File: src/rtl/ica_iter_controller.sv
// Iteration sequencer for the ICA engine: launches the fast controller, normalises,
// checks convergence, and guards every wait phase with a watchdog.
module ica_iter_controller #(
   parameter logic [7:0]  MAX_ITER = 8'd100,
   parameter logic [15:0] EPS      = 16'd64,
   parameter logic [8:0]  WDOG     = 9'd300
) (
   input  logic        clk_ica,
   input  logic        go_ica,
   input  logic        start,
   input  logic        fast_busy,
   input  logic [15:0] delta,
   input  logic        delta_valid,
   output logic        go_fast,
   output logic        en_norm,
   output logic        en_conv,
   output logic [7:0]  iter_cnt,
   output logic        busy,
   output logic        done,
   output logic        converged,
   output logic        timeout_err
);

   typedef enum logic [2:0] {
      IDLE, LAUNCH, WAIT_BUSY, RUN, NORM, CHECK, DONE, ERROR
   } state_t;

   state_t     state, state_nxt;
   logic [8:0] wdog;
   logic       wdog_hit;
   logic       run_clr;
   logic       iter_inc;
   logic       conv_set;

   // Limit is hit on the WDOG-th cycle spent in a guarded state.
   assign wdog_hit = (wdog == WDOG - 9'd1);

   always_comb begin
      state_nxt = state;
      run_clr   = 1'b0;
      iter_inc  = 1'b0;
      conv_set  = 1'b0;
      case (state)
         IDLE, DONE: begin
            if (start) begin
               state_nxt = LAUNCH;
               run_clr   = 1'b1;
            end
         end
         LAUNCH:    state_nxt = WAIT_BUSY;
         WAIT_BUSY: begin
            if (fast_busy)     state_nxt = RUN;
            else if (wdog_hit) state_nxt = ERROR;
         end
         RUN: begin
            if (!fast_busy)    state_nxt = NORM;
            else if (wdog_hit) state_nxt = ERROR;
         end
         NORM:      state_nxt = CHECK;
         CHECK: begin
            if (delta_valid) begin
               iter_inc = 1'b1;
               if (delta <= EPS) begin
                  state_nxt = DONE;
                  conv_set  = 1'b1;
               end else if (iter_cnt + 8'd1 == MAX_ITER) begin
                  state_nxt = DONE;
               end else begin
                  state_nxt = LAUNCH;
               end
            end else if (wdog_hit) begin
               state_nxt = ERROR;
            end
         end
         ERROR:     state_nxt = ERROR;
         default:   state_nxt = IDLE;
      endcase
   end

   always_ff @(posedge clk_ica or negedge go_ica) begin
      if (!go_ica) state <= IDLE;
      else         state <= state_nxt;
   end

   always_ff @(posedge clk_ica or negedge go_ica) begin
      if (!go_ica) begin
         iter_cnt  <= '0;
         converged <= 1'b0;
         wdog      <= '0;
      end else begin
         if (run_clr) begin
            iter_cnt  <= '0;
            converged <= 1'b0;
         end else begin
            if (iter_inc) iter_cnt  <= iter_cnt + 8'd1;
            if (conv_set) converged <= 1'b1;
         end
         if (run_clr)
            wdog <= '0;
         else if (state_nxt != state && state_nxt inside {WAIT_BUSY, RUN, CHECK})
            wdog <= '0;
         else if (state inside {WAIT_BUSY, RUN, CHECK})
            wdog <= wdog + 9'd1;
      end
   end

   // Outputs are flops loaded from the next state, so they track the state register exactly.
   always_ff @(posedge clk_ica or negedge go_ica) begin
      if (!go_ica) begin
         go_fast     <= 1'b0;
         en_norm     <= 1'b0;
         en_conv     <= 1'b0;
         busy        <= 1'b0;
         done        <= 1'b0;
         timeout_err <= 1'b0;
      end else begin
         go_fast     <= state_nxt inside {LAUNCH, WAIT_BUSY, RUN};
         en_norm     <= (state_nxt == NORM);
         en_conv     <= (state_nxt == CHECK);
         busy        <= !(state_nxt inside {IDLE, DONE, ERROR});
         done        <= (state_nxt == DONE);
         timeout_err <= (state_nxt == ERROR);
      end
   end

endmodule

File: config.mk
export PLATFORM = sky130hd
export DESIGN_NAME = ica_iter_controller
export DESIGN_NICKNAME = d
export VERILOG_FILES = /design/src/rtl/ica_iter_controller.sv
export SDC_FILE = /design/constraint.sdc
export NUM_CORES = 1
export LEC_CHECK = 0
export ABC_AREA = 0
export BUFFER_PORTS_ARGS = -buffer_cell sky130_fd_sc_hd__buf_4
export CAP_MARGIN = 20
export CORE_ASPECT_RATIO = 0.5
export CORE_MARGIN = 2
export CORE_UTILIZATION = 52
export DETAILED_ROUTE_END_ITERATION = 16
export PLACE_DENSITY_LB_ADDON = 0.08
export SETUP_SLACK_MARGIN = 0.02
export SLEW_MARGIN = 20
export SYNTH_ARGS = -nofsm -noshare
export SYNTH_HDL_FRONTEND = slang
export SYNTH_SLANG_ARGS = --single-unit
File: constraint.sdc
create_clock -name clk_ica -period 3.3 [get_ports clk_ica]
set_clock_uncertainty 0.05 [all_clocks]
set_input_delay 0.33 -clock clk_ica [delete_from_list [all_inputs] [get_ports clk_ica]]
set_output_delay 0.33 -clock clk_ica [all_outputs]
set_load 0.02 [all_outputs]
# After elaboration in Yosys (flattened, before gate mapping)
# Cells that the tools add are included.
[word_totals]
out_inout_bits = 15
ff_bits = 27
[classes]
n_eq_ne = 17
n_addsub = 2
order_cmp = 1
n_mux = 22
n_reduce_logical = 12
[op_table]
columns = ["op", "count"]
rows = [
  ["$mux 9", 3],
  ["$eq 3x3->1 const B", 8],
  ["$mux 3", 7],
  ["$pmux 3 s7", 1],
  ["$le 16x7->1 const B", 1],
  ["$mux 8", 2],
  ["$reduce_bool 3->1", 5],
  ["$eq 3x2->1 const B", 4],
  ["$add 9x1->9 const B", 1],
  ["$eq 9x9->1 const B", 1],
  ["$mux 1", 9],
  ["$add 8x1->8 const B", 1],
  ["$eq 8x7->1 const B", 1],
  ["$eq 3x1->1 const B", 2],
  ["$logic_not 3->1", 2],
  ["$reduce_bool 2->1", 2],
  ["$ne 3x3->1", 1],
  ["$reduce_or 2->1", 1],
  ["$logic_and 1x1->1", 1],
  ["$logic_not 1->1", 1],
]

# Depth between registers and ports, before layout
# Gate-level depths: netlist (run 1).
[logic_depth]
depth_word = 11
depth_mapped = 8

# Least setup slack after synthesis (run 1)
# No wires, ideal clock.
[synth_timing]
kind = "reg2reg"
from = "register iter_cnt[0]"
to = "register wdog[0]"
setup_slack_ps = 862
path_stages_with_launch = 8
required_time_ps = 3115
t_arrival_ps = 2254
cell_sequence = "dfrtp_1 > ha_1 > or4b_1 > or3_1 > o211a_2 > a2bb2oi_2 > o31ai_4 > a21oi_1"
[synth_between]
elab_chain_len = 11
elab_cells_between_ends = 15
classes_between = "1 x add/sub; 5 x eq/ne; 6 x mux; 3 x reduce/logical"
[synth_rtl]
columns = ["item", "line", "text"]
rows = [
  ["start, declared", "17", "output logic [7:0] iter_cnt,"],
  ["start signal, assigned", "95", "if (iter_inc) iter_cnt <= iter_cnt + 8'd1;"],
  ["$add 8x1->8 (*)", "66", "end else if (iter_cnt + 8'd1 == MAX_ITER) begin"],
  ["$eq 8x7->1 (*)", "66", ""],
  ["$mux 3 (*)", "66", ""],
  ["$mux 3 (*)", "63", "if (delta <= EPS) begin"],
  ["$mux 3 (*)", "61", "if (delta_valid) begin"],
  ["$pmux 3 s7 (*)", "43", "case (state)"],
  ["$eq 3x2->1 / $eq 3x3->1 (equally long branches)", "100", "else if (state_nxt != state && state_nxt inside {WAIT_BUSY, RUN, CHECK})"],
  ["$reduce_bool 3->1", "100", ""],
  ["$logic_and 1x1->1 (*)", "100", ""],
  ["$mux 9", "100", ""],
  ["$mux 9", "98", "if (run_clr)"],
  ["end signal, assigned", "103", "wdog <= wdog + 9'd1;"],
  ["end, declared", "29", "logic [8:0] wdog;"],
]
# Every way passes the cells marked *; elsewhere a longest branch is shown, timed or not.
# A chain may end at the register's enable or synchronous reset.

# Worst setup path in the final report (run 1)
[layout_timing]
from = "register iter_cnt[0]"
to = "register wdog[3]"
# Same word-level chain as after synthesis.

==> results.txt, run 1 <==
----------------------------------------------------
[Layout]
  Filler instances ... 216
  Fraction of final layout cells with drive strength greater than 1 ... 23.8%
  Nets ... 213
  Leading registers by flop count ... wdog (9), iter_cnt (8), state (3)
  Layout Cells excl Fill ... 226
  Antenna diodes ... 0
  Most flops, register ... wdog
  Area growth from synthesis to final layout ... 24.1%
  Max FFs per register ... 9

[Synthesis]
  Main area contributors after synthesis ... dfrtp_1, a21oi_1, xor2_1, nand2_1, nor2_1
  Most numerous cell types in the synthesized netlist ... dfrtp_1, a21oi_1, nand2_1, nor2_1, o21ai_0
  Warnings, synthesis ... 0
  Post-synth EDFFs ... 0
  Fraction of registers with async set/reset ... 100%
  Fraction of the yosys area taken by sequential cells ... 46.0%
  Unique cell type count in the Yosys netlist ... 42
  Most area-hungry cell type in the Yosys netlist ... dfrtp_1
  FF+latch count, synth ... 27
  Dominant register cell in the synthesized netlist ... dfrtp_1
  Area of the mapped netlist ... roughly 0.0015 mm^2
  Number of cells produced by synthesis ... 153
  Mean Syn Cell Area ... slightly below 10 um^2
  Share of the synthesized area in the top cell type ... between 40% and 50%
  Top-count cell post-synth ... dfrtp_1
  Net count after synthesis ... 176

[Clock tree]
  Number of gates resized after CTS ... 0
  Root Buffer Master ... clkbuf_8
  Clock tree from TritonCTS ... built
  CTS H-tree depth ... 1
  Clock network latency to the later pin of the worst-skew pair ... 0.28 ns
  Buffer levels on the longest clock path ... 2
  Clock Sink Count ... 27
  Number of CTS-inserted buffers ... 3
  Post-CTS repair timing setup buffer count ... 0
  Clock-pin slew on the worst setup and hold paths ... 0.10 ns
  Hold_buf cts ... 1

[Timing]
  Final setup viols ... 0
  Final number of hold-violating endpoints ... 0
  Worst Max-Slew Pin Slew ... 0.744 ns
  Setup repair after global routing missed its margin ... no
  Normalized max-slew margin ... 50.3%
  FMAX ... 0.389 GHz
  Number of pins exceeding their max-slew limit in the final report ... 0
  Crit path time final ... 2.57 ns
  Setup TNS ... 0 ns
  Tcrit/Tclk final ... 77.9%

[Worst setup path]
  FF-to-FF path depth ... 7
  Critical Path RT ... approximately 3.4 ns
  Critical path endpoint category ... register
  Cell with the largest stage delay on the worst path ... or4b_1
  Class of the most critical setup path ... register to register
  Critical path startpoint category ... register
  Endpoint arrival time on the critical path ... 2.67 ns
  Slack of the worst reg-to-reg path ... 0.73 ns
  Cell Chain, Critical Path ... ha_1 > or4b_1 > or3_1 > o211a_2 > a2bb2oi_2 > o31ai_4 > a21oi_1
  Maximum fanout count along the critical path ... 9
  Largest stage delay on the critical path ... 0.44 ns

[Drt]
  DR vias/cell ... 5.60
  1st-pass router iterations ... 4
  Via count ... 1266
  Count of unresolved DRC violations after routing ... 0
  Routed wire per std cell ... 13.8 um
  Starting DRT DRC Count ... between 50 and 60
  Final ANT Viol Nets ... 0
  Total routed wirelength ... 3120 um

[Floorplanning]
  Die height ... 41.6 um
  Horizontal die dimension ... 79.2 um
  Starting Density ... 55.7%
  Number of top-level pins ... 36
  Area inside the core boundary ... 0.00264 mm^2
  Die footprint ... 0.00329 mm^2
  Floorplan row count ... 13

[Worst hold path]
  Kind of path behind the tightest hold check ... input pin to register
  Number of instances on the worst hold path ... 3

[Global route]
  Total congestion overflow after global routing ... 0
  Gr usage total ... 20.0%
  Wire length of the first global-routing pass ... 5220 um
  Pin count of the biggest net entering global routing ... 28
  Number of antenna violations at the first check in global routing ... 0
  Vias in the first global route ... 1164

[Placement]
  Placed Cells incl. Taps ... 221
  Weighted congestion reported at the end of routability-driven placement ... 0.820
  Post-detail-place hpwl ... around 2300 um
  Number of buffer cells added on primary ports ... 35

[Pwr]
  Pwr/cell area ... approximately 690 mW/mm^2
  Leakage power ... 0.839 nW
  Total chip power ... about 1.3 mW
  Largest vdd supply drop ... 0.451 mV

[Outcome]
  Outcome ... finished clean

[Run]
  Max Cap Violations ... 0

----------------------------------------------------
power breakdown:
| part | internal (mW) | total, mW | switching [mW] |
|---|---|---|---|
| registers | 0.403 | 0.485 | 0.0822 |
| logic | 0.229 | 0.575 | 0.346 |
| clock network | 0.0887 | 0.198 | 0.110 |
cell type report:
cell class | count | area, um^2 | share of cell area (%)
tap | 37 | 46.3 | 2.54
multi-input combinational | 117 | 759 | 41.7
timing repair buffer | 36 | 273 | 15.0
sequential | 27 | 676 | 37.1
clock inverter | 1 | 8.76 | 0.480
inverter | 5 | 18.8 | 1.03
clock buffer | 3 | 41.3 | 2.26
cells by family (layout without fill, tap and decap cells):
group | Yosys count | count (layout) | share of synthesized area (%)
compound gates | 44 | 44 | 21.0
xor+xnor | 12 | 12 | 7.15
fa+ha+maj | 2 | 2 | 1.70
buf+inv | 9 | 45 | 2.30
flops | 27 | 27 | 46.0
mux | 1 | 1 | 0.681
simple gates | 58 | 58 | 21.1
critical path: cells and delay by family (launching register included):
family | cells | cell delay (ns)
AOI/OAI and AO/OA | 4 | 0.94
adders and majority gates | 1 | 0.24
DFF | 1 | 0.43
and+or+nand+nor | 2 | 0.80
path summary, 6_finish.rpt:
check	from	end
min in group asynchronous	go_ica	iter_cnt[5]$_DFFE_PN0P_
min reg2reg	iter_cnt[7]$_DFFE_PN0P_	iter_cnt[7]$_DFFE_PN0P_
min	fast_busy	en_norm$_DFF_PN0_
max	iter_cnt[0]$_DFFE_PN0P_	wdog[3]$_DFFE_PN0P_
max reg2reg	iter_cnt[0]$_DFFE_PN0P_	wdog[3]$_DFFE_PN0P_
max in group asynchronous	go_ica	converged$_DFFE_PN0P_
metrics by stage:
step	worst slack (ns)	hold WS, ns	util (%)	instance area (um^2)
after global routing	0.630	0.439	69.2	1820
final	0.731	0.417	69.2	1820
after global placement	0.807	0.210	66.9	1760
after floorplan	0.862	-0.0156	-	1470
after CTS	0.737	0.418	69.2	1820
after detailed placement	0.732	0.212	66.9	1760
cells in the final DEF (no fill, tap or decap), types with 2 or more instances in the layout:
| cell | count |
|---|---|
| buf_4 | 35 |
| ha_1 | 2 |
| and2_1 | 4 |
| o21ai_0 | 9 |
| clkbuf_8 | 3 |
| xnor2_1 | 4 |
| o31ai_1 | 3 |
| nor3_1 | 3 |
| a21oi_1 | 14 |
| dfrtp_1 | 27 |
| nand4_1 | 3 |
| nand3_1 | 5 |
| inv_1 | 5 |
| or4_1 | 2 |
| xor2_1 | 8 |
| nand2_1 | 14 |
| a31oi_1 | 4 |
| and3_1 | 4 |
| nor2_1 | 13 |
| o221ai_1 | 2 |
layer usage:
layer | share of wire, % | track usage, % | wire length [um]
met5 | 0 | 0 | 0
met4 | 0.45 | 3.79 | 14
met3 | 4.2 | 5.65 | 131
met1 | 49 | 27.3 | 1520
met2 | 46 | 32.4 | 1450
Note: power is estimated with default switching activity, not from simulation.
==> inputs of run 2 (changes only) <==
Clock period 3.3 ns to 2.4 ns, I/O delays scaled along.
==> run 2 against run 1 <==
Effect of this change:
- count of clock-buffer cells in the layout did not move
- design area rose by 6.7%
- worst setup slack lost 0.62 ns
- non-clock buffer count is 10 higher
- sequential cell count did not move
- sequential share of layout area decreased by 2.2 points
- clock power increased by 37%
- maximum frequency increased by 12%
- routed wire length rose by 7.9%
- critical path depth is 1 higher
- register-to-register slack got worse by 0.62 ns
- critical path type unchanged
==> results.txt, run 2 (synthesis results as in run 1) <==
----------------------------------------------------
[Timing]
  FMAX ... around 0.44 GHz
  Number of pins exceeding their max-slew limit in the final report ... 0
  Worst hold slack across all endpoints ... 0.332 ns
  Final setup viols ... 0
  Crit path time final ... 2.29 ns
  Setup repair after global routing missed its margin ... no
  Tcrit/Tclk final ... between 90% and 100%
  Setup TNS ... 0 ns
  Worst Max-Slew Pin Slew ... 0.645 ns
  Final number of hold-violating endpoints ... 0
  Normalized max-slew margin ... 56.7%

[Pwr]
  Pwr/cell area ... 975 mW/mm^2
  Internal power contribution ... 1.09 mW
  Seq pwr share ... roughly a third
  Share of power burned in the clock network ... roughly 14%
  Largest vdd supply drop ... approximately 0.58 mV
  Switching component of the power ... 0.803 mW
  Gate power share ... between 50% and 60%
  Leakage power ... 0.900 nW
  Switching power as a share of total power ... 42.3%

[Worst setup path]
  FF-to-FF path depth ... 8
  Maximum fanout count along the critical path ... 5
  Critical Path RT ... 2.51 ns
  Class of the most critical setup path ... register to register
  Reg2Reg Capture Point ... wdog[3]$_DFFE_PN0P_
  Cell Chain, Critical Path ... ha_1 > or4b_4 > or3_4 > o211a_4 > a2bb2oi_2 > o31ai_4 > buf_6 > a21oi_1
  Critical path endpoint category ... register
  Endpoint arrival time on the critical path ... 2.40 ns
  Critical path startpoint category ... register
  Reg-to-Reg Start ... iter_cnt[0]$_DFFE_PN0P_
  Largest stage delay on the critical path ... 0.45 ns
  Slack of the worst reg-to-reg path ... roughly 0.11 ns
  Cell with the largest stage delay on the worst path ... or4b_4

[Layout]
  Fraction of the core area covered by cells at the end of the flow ... 73.8%
  Leading registers by flop count ... wdog (9), iter_cnt (8), state (3)
  Fraction of final layout cells with drive strength greater than 1 ... 30.0%
  Antenna diodes ... 0
  Area growth from synthesis to final layout ... 32.4%
  Nets ... around 220
  Max FFs per register ... 9
  Layout Cells excl Fill ... roughly 240
  Most flops, register ... wdog
  Commonest non-fill, non-tap cells in the layout ... buf_4, dfrtp_1, nand2_1, a21oi_1, nor2_1
  Filler instances ... about 200
  Leading cell type in the layout, fill and taps excluded ... buf_4

[Clock tree]
  Post-CTS repair timing setup buffer count ... 0
  Clock tree from TritonCTS ... built
  Clock Sink Count ... 27
  Number of CTS-inserted buffers ... 3
  CTS H-tree depth ... 1
  Clock network latency to the later pin of the worst-skew pair ... 0.28 ns
  Clock-pin slew on the worst setup and hold paths ... roughly 0.10 ns
  Buffer levels on the longest clock path ... 2
  Root Buffer Master ... clkbuf_8

[Drt]
  Total routed wirelength ... 3370 um
  DR vias/cell ... 5.57
  Via count ... 1319
  Routed wire per std cell ... 14.2 um
  Starting DRT DRC Count ... 47
  1st-pass router iterations ... 4
  Final ANT Viol Nets ... 0
  Count of unresolved DRC violations after routing ... 0

[Floorplanning]
  Die height ... between 40 and 50 um
  Area inside the core boundary ... between 0.002 and 0.003 mm^2
  Die footprint ... 0.00329 mm^2
  Number of top-level pins ... 36
  Horizontal die dimension ... 79.2 um
  Floorplan row count ... 13
  Starting Density ... 55.7%

[Global route]
  Gr usage total ... 20.7%
  Number of antenna violations at the first check in global routing ... 0
  Wire length of the first global-routing pass ... 5400 um
  Vias in the first global route ... 1173
  Pin count of the biggest net entering global routing ... 28
  Total congestion overflow after global routing ... 0

[Worst hold path]
  Kind of path behind the tightest hold check ... input pin to register
  Min-delay src ... fast_busy
  Number of instances on the worst hold path ... 3
  Hold endpoint ... en_norm$_DFF_PN0_

[Placement]
  Placed Cells incl. Taps ... 230
  Number of buffer cells added on primary ports ... 35
  Post-detail-place hpwl ... 2400 um
  Weighted congestion reported at the end of routability-driven placement ... 0.806

[Run]
  Max Cap Violations ... 0

[Outcome]
  Outcome ... finished clean

----------------------------------------------------
[run 2: changes by cell type in the layout (fill, tap and decap cells not counted), moves of 2 or more]
cell and delta:
dfrtp_2 +2, buf_6 +2, buf_4 +8, dfrtp_1 -2
[run 2: metal layers]
layer	share of wire, %	vias to the layer above	routed length [um]	track usage [%]
met3	5.3	2	177	5.22
met2	48	31	1610	34.4
li1	-	654	-	-
met1	47	632	1570	28.2
met4	0.50	0	17	3.10
met5	0	-	0	0
[run 2: repair_timing]
item | CTS | global route
resized for setup | 0 | 7
setup endpoints to repair | 0 | 11
endpoints found under the hold margin | 27 | 0
hold buffers | 1 | 0
[run 2: final cells by class]
cell class                      count  area (um^2)  share of cell area (%)
Clock buffer                        3         41.3                    2.12
Multi-Input combinational cell    118          796                    40.9
Sequential cell                    27          678                    34.9
Timing Repair Buffer               46          355                    18.3
Inverter                            5         18.8                   0.965
Clock inverter                      1         8.76                   0.450
Tap cell                           37         46.3                    2.38
[run 2: power by group through the flow]
stage	Combinational, mW	Clock (mW)	Sequential (mW)
after global placement	0.849	0	0.659
after floorplan	0.543	0	0.687
final	0.968	0.272	0.657
after CTS	0.880	0.278	0.653
after global routing	1.05	0.295	0.674
after detailed placement	0.873	0	0.662
[run 2: metrics by stage]
step,cell area [um^2],power [mW],worst slack [ns]
after detailed placement,1830,1.54,0.100
after floorplan,1470,1.23,0.0428
after global routing,1940,2.02,0.00425
after global placement,1830,1.51,0.143
final,1940,1.90,0.106
after CTS,1890,1.81,0.0781
[run 2: how the worst max path moves through the flow]
stage,startpoint,to,slack [ns],cells past startpoint
5_1_grt,wdog[6]$_DFFE_PN0P_,wdog[6]$_DFFE_PN0P_,0.004,6
2_1_floorplan,iter_cnt[0]$_DFFE_PN0P_,wdog[0]$_DFFE_PN0P_,0.04,7
3_3_place_gp,iter_cnt[0]$_DFFE_PN0P_,wdog[6]$_DFFE_PN0P_,0.14,8
3_5_place_dp,iter_cnt[0]$_DFFE_PN0P_,wdog[3]$_DFFE_PN0P_,0.10,8
6_report,iter_cnt[0]$_DFFE_PN0P_,wdog[3]$_DFFE_PN0P_,0.11,8
4_1_cts,iter_cnt[0]$_DFFE_PN0P_,wdog[3]$_DFFE_PN0P_,0.08,8
[run 2: worst max-delay path: cells and delay by family (launching register included)]
family          cells  cell delay (ns)
buf+inv             1             0.16
compound gates      4             0.63
simple gates        2             0.80
flops               1             0.38
fa+ha+maj           1             0.17
==> inputs of run 3 (changes only) <==
Settings changed: CORE_UTILIZATION 52 to 56, CTS_CLUSTER_SIZE from default to 30, MAX_ROUTING_LAYER from default to met4.
Clock period 2.4 ns to 2.65 ns, I/O delays scaled along.
==> run 3 against run 2 <==
Effect of this change:
- register-to-register slack better by 0.11 ns
- core utilization is 1.2 points lower
- cell count decreased by 3.4%
- routed wire length is 4.4% lower
- highest routed layer unchanged
- combinational power fell by 23%
- critical path depth unchanged
- clock power is 12% lower
- design area shrank 5.3%
- via count fell by 1.3%
- die area fell by 6.6%
- sequential cell count unchanged
==> results.txt, run 3 (synthesis results as in run 1) <==
----------------------------------------------------
[Floorplanning]
  Die footprint ... 0.00307 mm^2
  Horizontal die dimension ... 76.4 um
  Number of top-level pins ... 36
  Die height ... 40.2 um
  Starting Density ... 57.9%
  Area inside the core boundary ... 0.00254 mm^2
  Floorplan row count ... 13

[Clock tree]
  Clock tree from TritonCTS ... built
  Clock Sink Count ... 27
  Root Buffer Master ... clkbuf_8
  Buffer levels on the longest clock path ... 2
  CTS H-tree depth ... 1
  Number of CTS-inserted buffers ... 3
  Clock network latency to the later pin of the worst-skew pair ... 0.28 ns
  Clock-pin slew on the worst setup and hold paths ... 0.10 ns

[Drt]
  Total routed wirelength ... ~3200 um
  Starting DRT DRC Count ... 70
  Count of unresolved DRC violations after routing ... 0
  1st-pass router iterations ... 4
  Via count ... around 1300
  DR vias/cell ... approximately 5.7
  Final ANT Viol Nets ... 0
  Routed wire per std cell ... ~14 um

[Layout]
  Most flops, register ... wdog
  Layout Cells excl Fill ... 229
  Leading registers by flop count ... wdog (9), iter_cnt (8), state (3)
  Leading cell type in the layout, fill and taps excluded ... buf_4
  Nets ... 216
  Fraction of final layout cells with drive strength greater than 1 ... 25.0%
  Area growth from synthesis to final layout ... 25.4%
  Commonest non-fill, non-tap cells in the layout ... buf_4, dfrtp_1, nand2_1, a21oi_1, nor2_1
  Antenna diodes ... 0
  Max FFs per register ... 9

[Worst setup path]
  Cell with the largest stage delay on the worst path ... or4b_1
  Class of the most critical setup path ... register to register
  Maximum fanout count along the critical path ... 6
  Endpoint arrival time on the critical path ... around 2.6 ns
  FF-to-FF path depth ... 8
  Critical path endpoint category ... register
  Reg-to-Reg Start ... iter_cnt[0]$_DFFE_PN0P_
  Worst path buffer plus inverter count ... 1
  Cell Chain, Critical Path ... ha_1 > or4b_1 > or3_1 > o211a_2 > o21ai_2 > o31ai_4 > buf_4 > a21oi_1
  Critical path startpoint category ... register
  Critical Path RT ... roughly 2.8 ns
  Slack of the worst reg-to-reg path ... 0.21 ns
  Largest stage delay on the critical path ... 0.44 ns
  Family of cells with the greatest summed delay on the critical path ... simple AND/OR/NAND/NOR gates
  Reg2Reg Capture Point ... wdog[4]$_DFFE_PN0P_

[Global route]
  Vias in the first global route ... roughly 1100
  Total congestion overflow after global routing ... 0
  Pin count of the biggest net entering global routing ... 28
  Wire length of the first global-routing pass ... 5090 um
  Number of antenna violations at the first check in global routing ... 0
  Gr usage total ... between 20% and 30%

[Outcome]
  Outcome ... finished clean

[Timing]
  Final setup viols ... 0
  Normalized max-slew margin ... about 74%
  Setup TNS ... 0 ns
  Worst Max-Slew Pin Slew ... 0.388 ns
  Setup repair after global routing missed its margin ... no
  FMAX ... 0.410 GHz
  Final number of hold-violating endpoints ... 0
  Crit path time final ... around 2.4 ns
  Number of pins exceeding their max-slew limit in the final report ... 0
  Tcrit/Tclk final ... 92.0%

[Placement]
  Placed Cells incl. Taps ... between 200 and 250
  Weighted congestion reported at the end of routability-driven placement ... 0.869
  Post-detail-place hpwl ... roughly 2400 um
  Number of buffer cells added on primary ports ... 35

[Worst hold path]
  Number of instances on the worst hold path ... 3
  Kind of path behind the tightest hold check ... input pin to register
  Min-delay src ... fast_busy
  Hold endpoint ... en_norm$_DFF_PN0_

[Pwr]
  Leakage power ... 0.853 nW
  Largest vdd supply drop ... 0.514 mV
  Pwr/cell area ... 867 mW/mm^2

[Run]
  Max Cap Violations ... 0

----------------------------------------------------
==> run 3: changes by cell type in the layout (fill, tap and decap cells not counted), moves of 2 or more <==
| cell | change |
|---|---|
| dfrtp_1 | +2 |
| dfrtp_2 | -2 |
| buf_6 | -2 |
| buf_4 | -5 |
==> run 3: cell type report <==
class                           count  area, um^2
Multi-Input combinational cell    117         759
Fill cell                         213         696
Sequential cell                    27         676
Timing Repair Buffer               39         295
Tap cell                           37        46.3
Clock buffer                        3        41.3
Inverter                            5        18.8
Clock inverter                      1        5.00
==> run 3: timing repair <==
| action | 4_1_cts | 5_1_grt |
|---|---|---|
| endpoints found under the setup margin | 0 | 9 |
| buffers inserted | 0 | 2 |
| hold buffers | 1 | 0 |
| hold endpoints to repair | 27 | 0 |
| gates resized for setup | 0 | 0 |
==> run 3: worst reg2reg max path, stage by stage, from the launching register on <==
cell     delay (ns)
dfrtp_1        0.43
ha_1           0.25
or4b_1         0.44
or3_1          0.35
o211a_2        0.17
o21ai_2        0.27
o31ai_4        0.11
buf_4          0.17
a21oi_1        0.14
==> run 3: worst max-delay path by stage <==
stage	start	endpoint	slack (ns)	cells after the start
2_1_floorplan	iter_cnt[0]$_DFFE_PN0P_	wdog[0]$_DFFE_PN0P_	0.21	7
3_3_place_gp	iter_cnt[0]$_DFFE_PN0P_	wdog[6]$_DFFE_PN0P_	0.16	7
3_5_place_dp	iter_cnt[1]$_DFFE_PN0P_	wdog[4]$_DFFE_PN0P_	0.12	7
4_1_cts	iter_cnt[0]$_DFFE_PN0P_	wdog[4]$_DFFE_PN0P_	0.09	7
5_1_grt	iter_cnt[0]$_DFFE_PN0P_	wdog[3]$_DFFE_PN0P_	0.06	8
6_report	iter_cnt[0]$_DFFE_PN0P_	wdog[4]$_DFFE_PN0P_	0.21	8
==> run 3: where the power goes <==
group / switching (mW) / total (mW) / internal (mW)
Clock: 0.135 / 0.240 / 0.106
Sequential: 0.105 / 0.607 / 0.502
Combinational: 0.435 / 0.750 / 0.315
Total: 0.675 / 1.60 / 0.922
==> run 3: layer usage <==
layer | global-route usage (%) | wire [um]
met1 | 27.4 | 1490
met2 | 40.3 | 1550
met3 | 6.53 | 158
met4 | 5.45 | 19
met5 | - | 0
==> run 3: through the flow <==
stage                     util [%]  hold slack, ns  cell area [um^2]  worst slack, ns  power, mW
after global placement        69.8           0.145              1770            0.156       1.32
final                         72.6           0.364              1840            0.211       1.60
after global routing          72.6           0.367              1840           0.0594       1.71
after floorplan                  -         -0.0806              1470            0.212       1.11
after CTS                     72.0           0.353              1830           0.0854       1.57
after detailed placement      69.8           0.146              1770            0.121       1.33
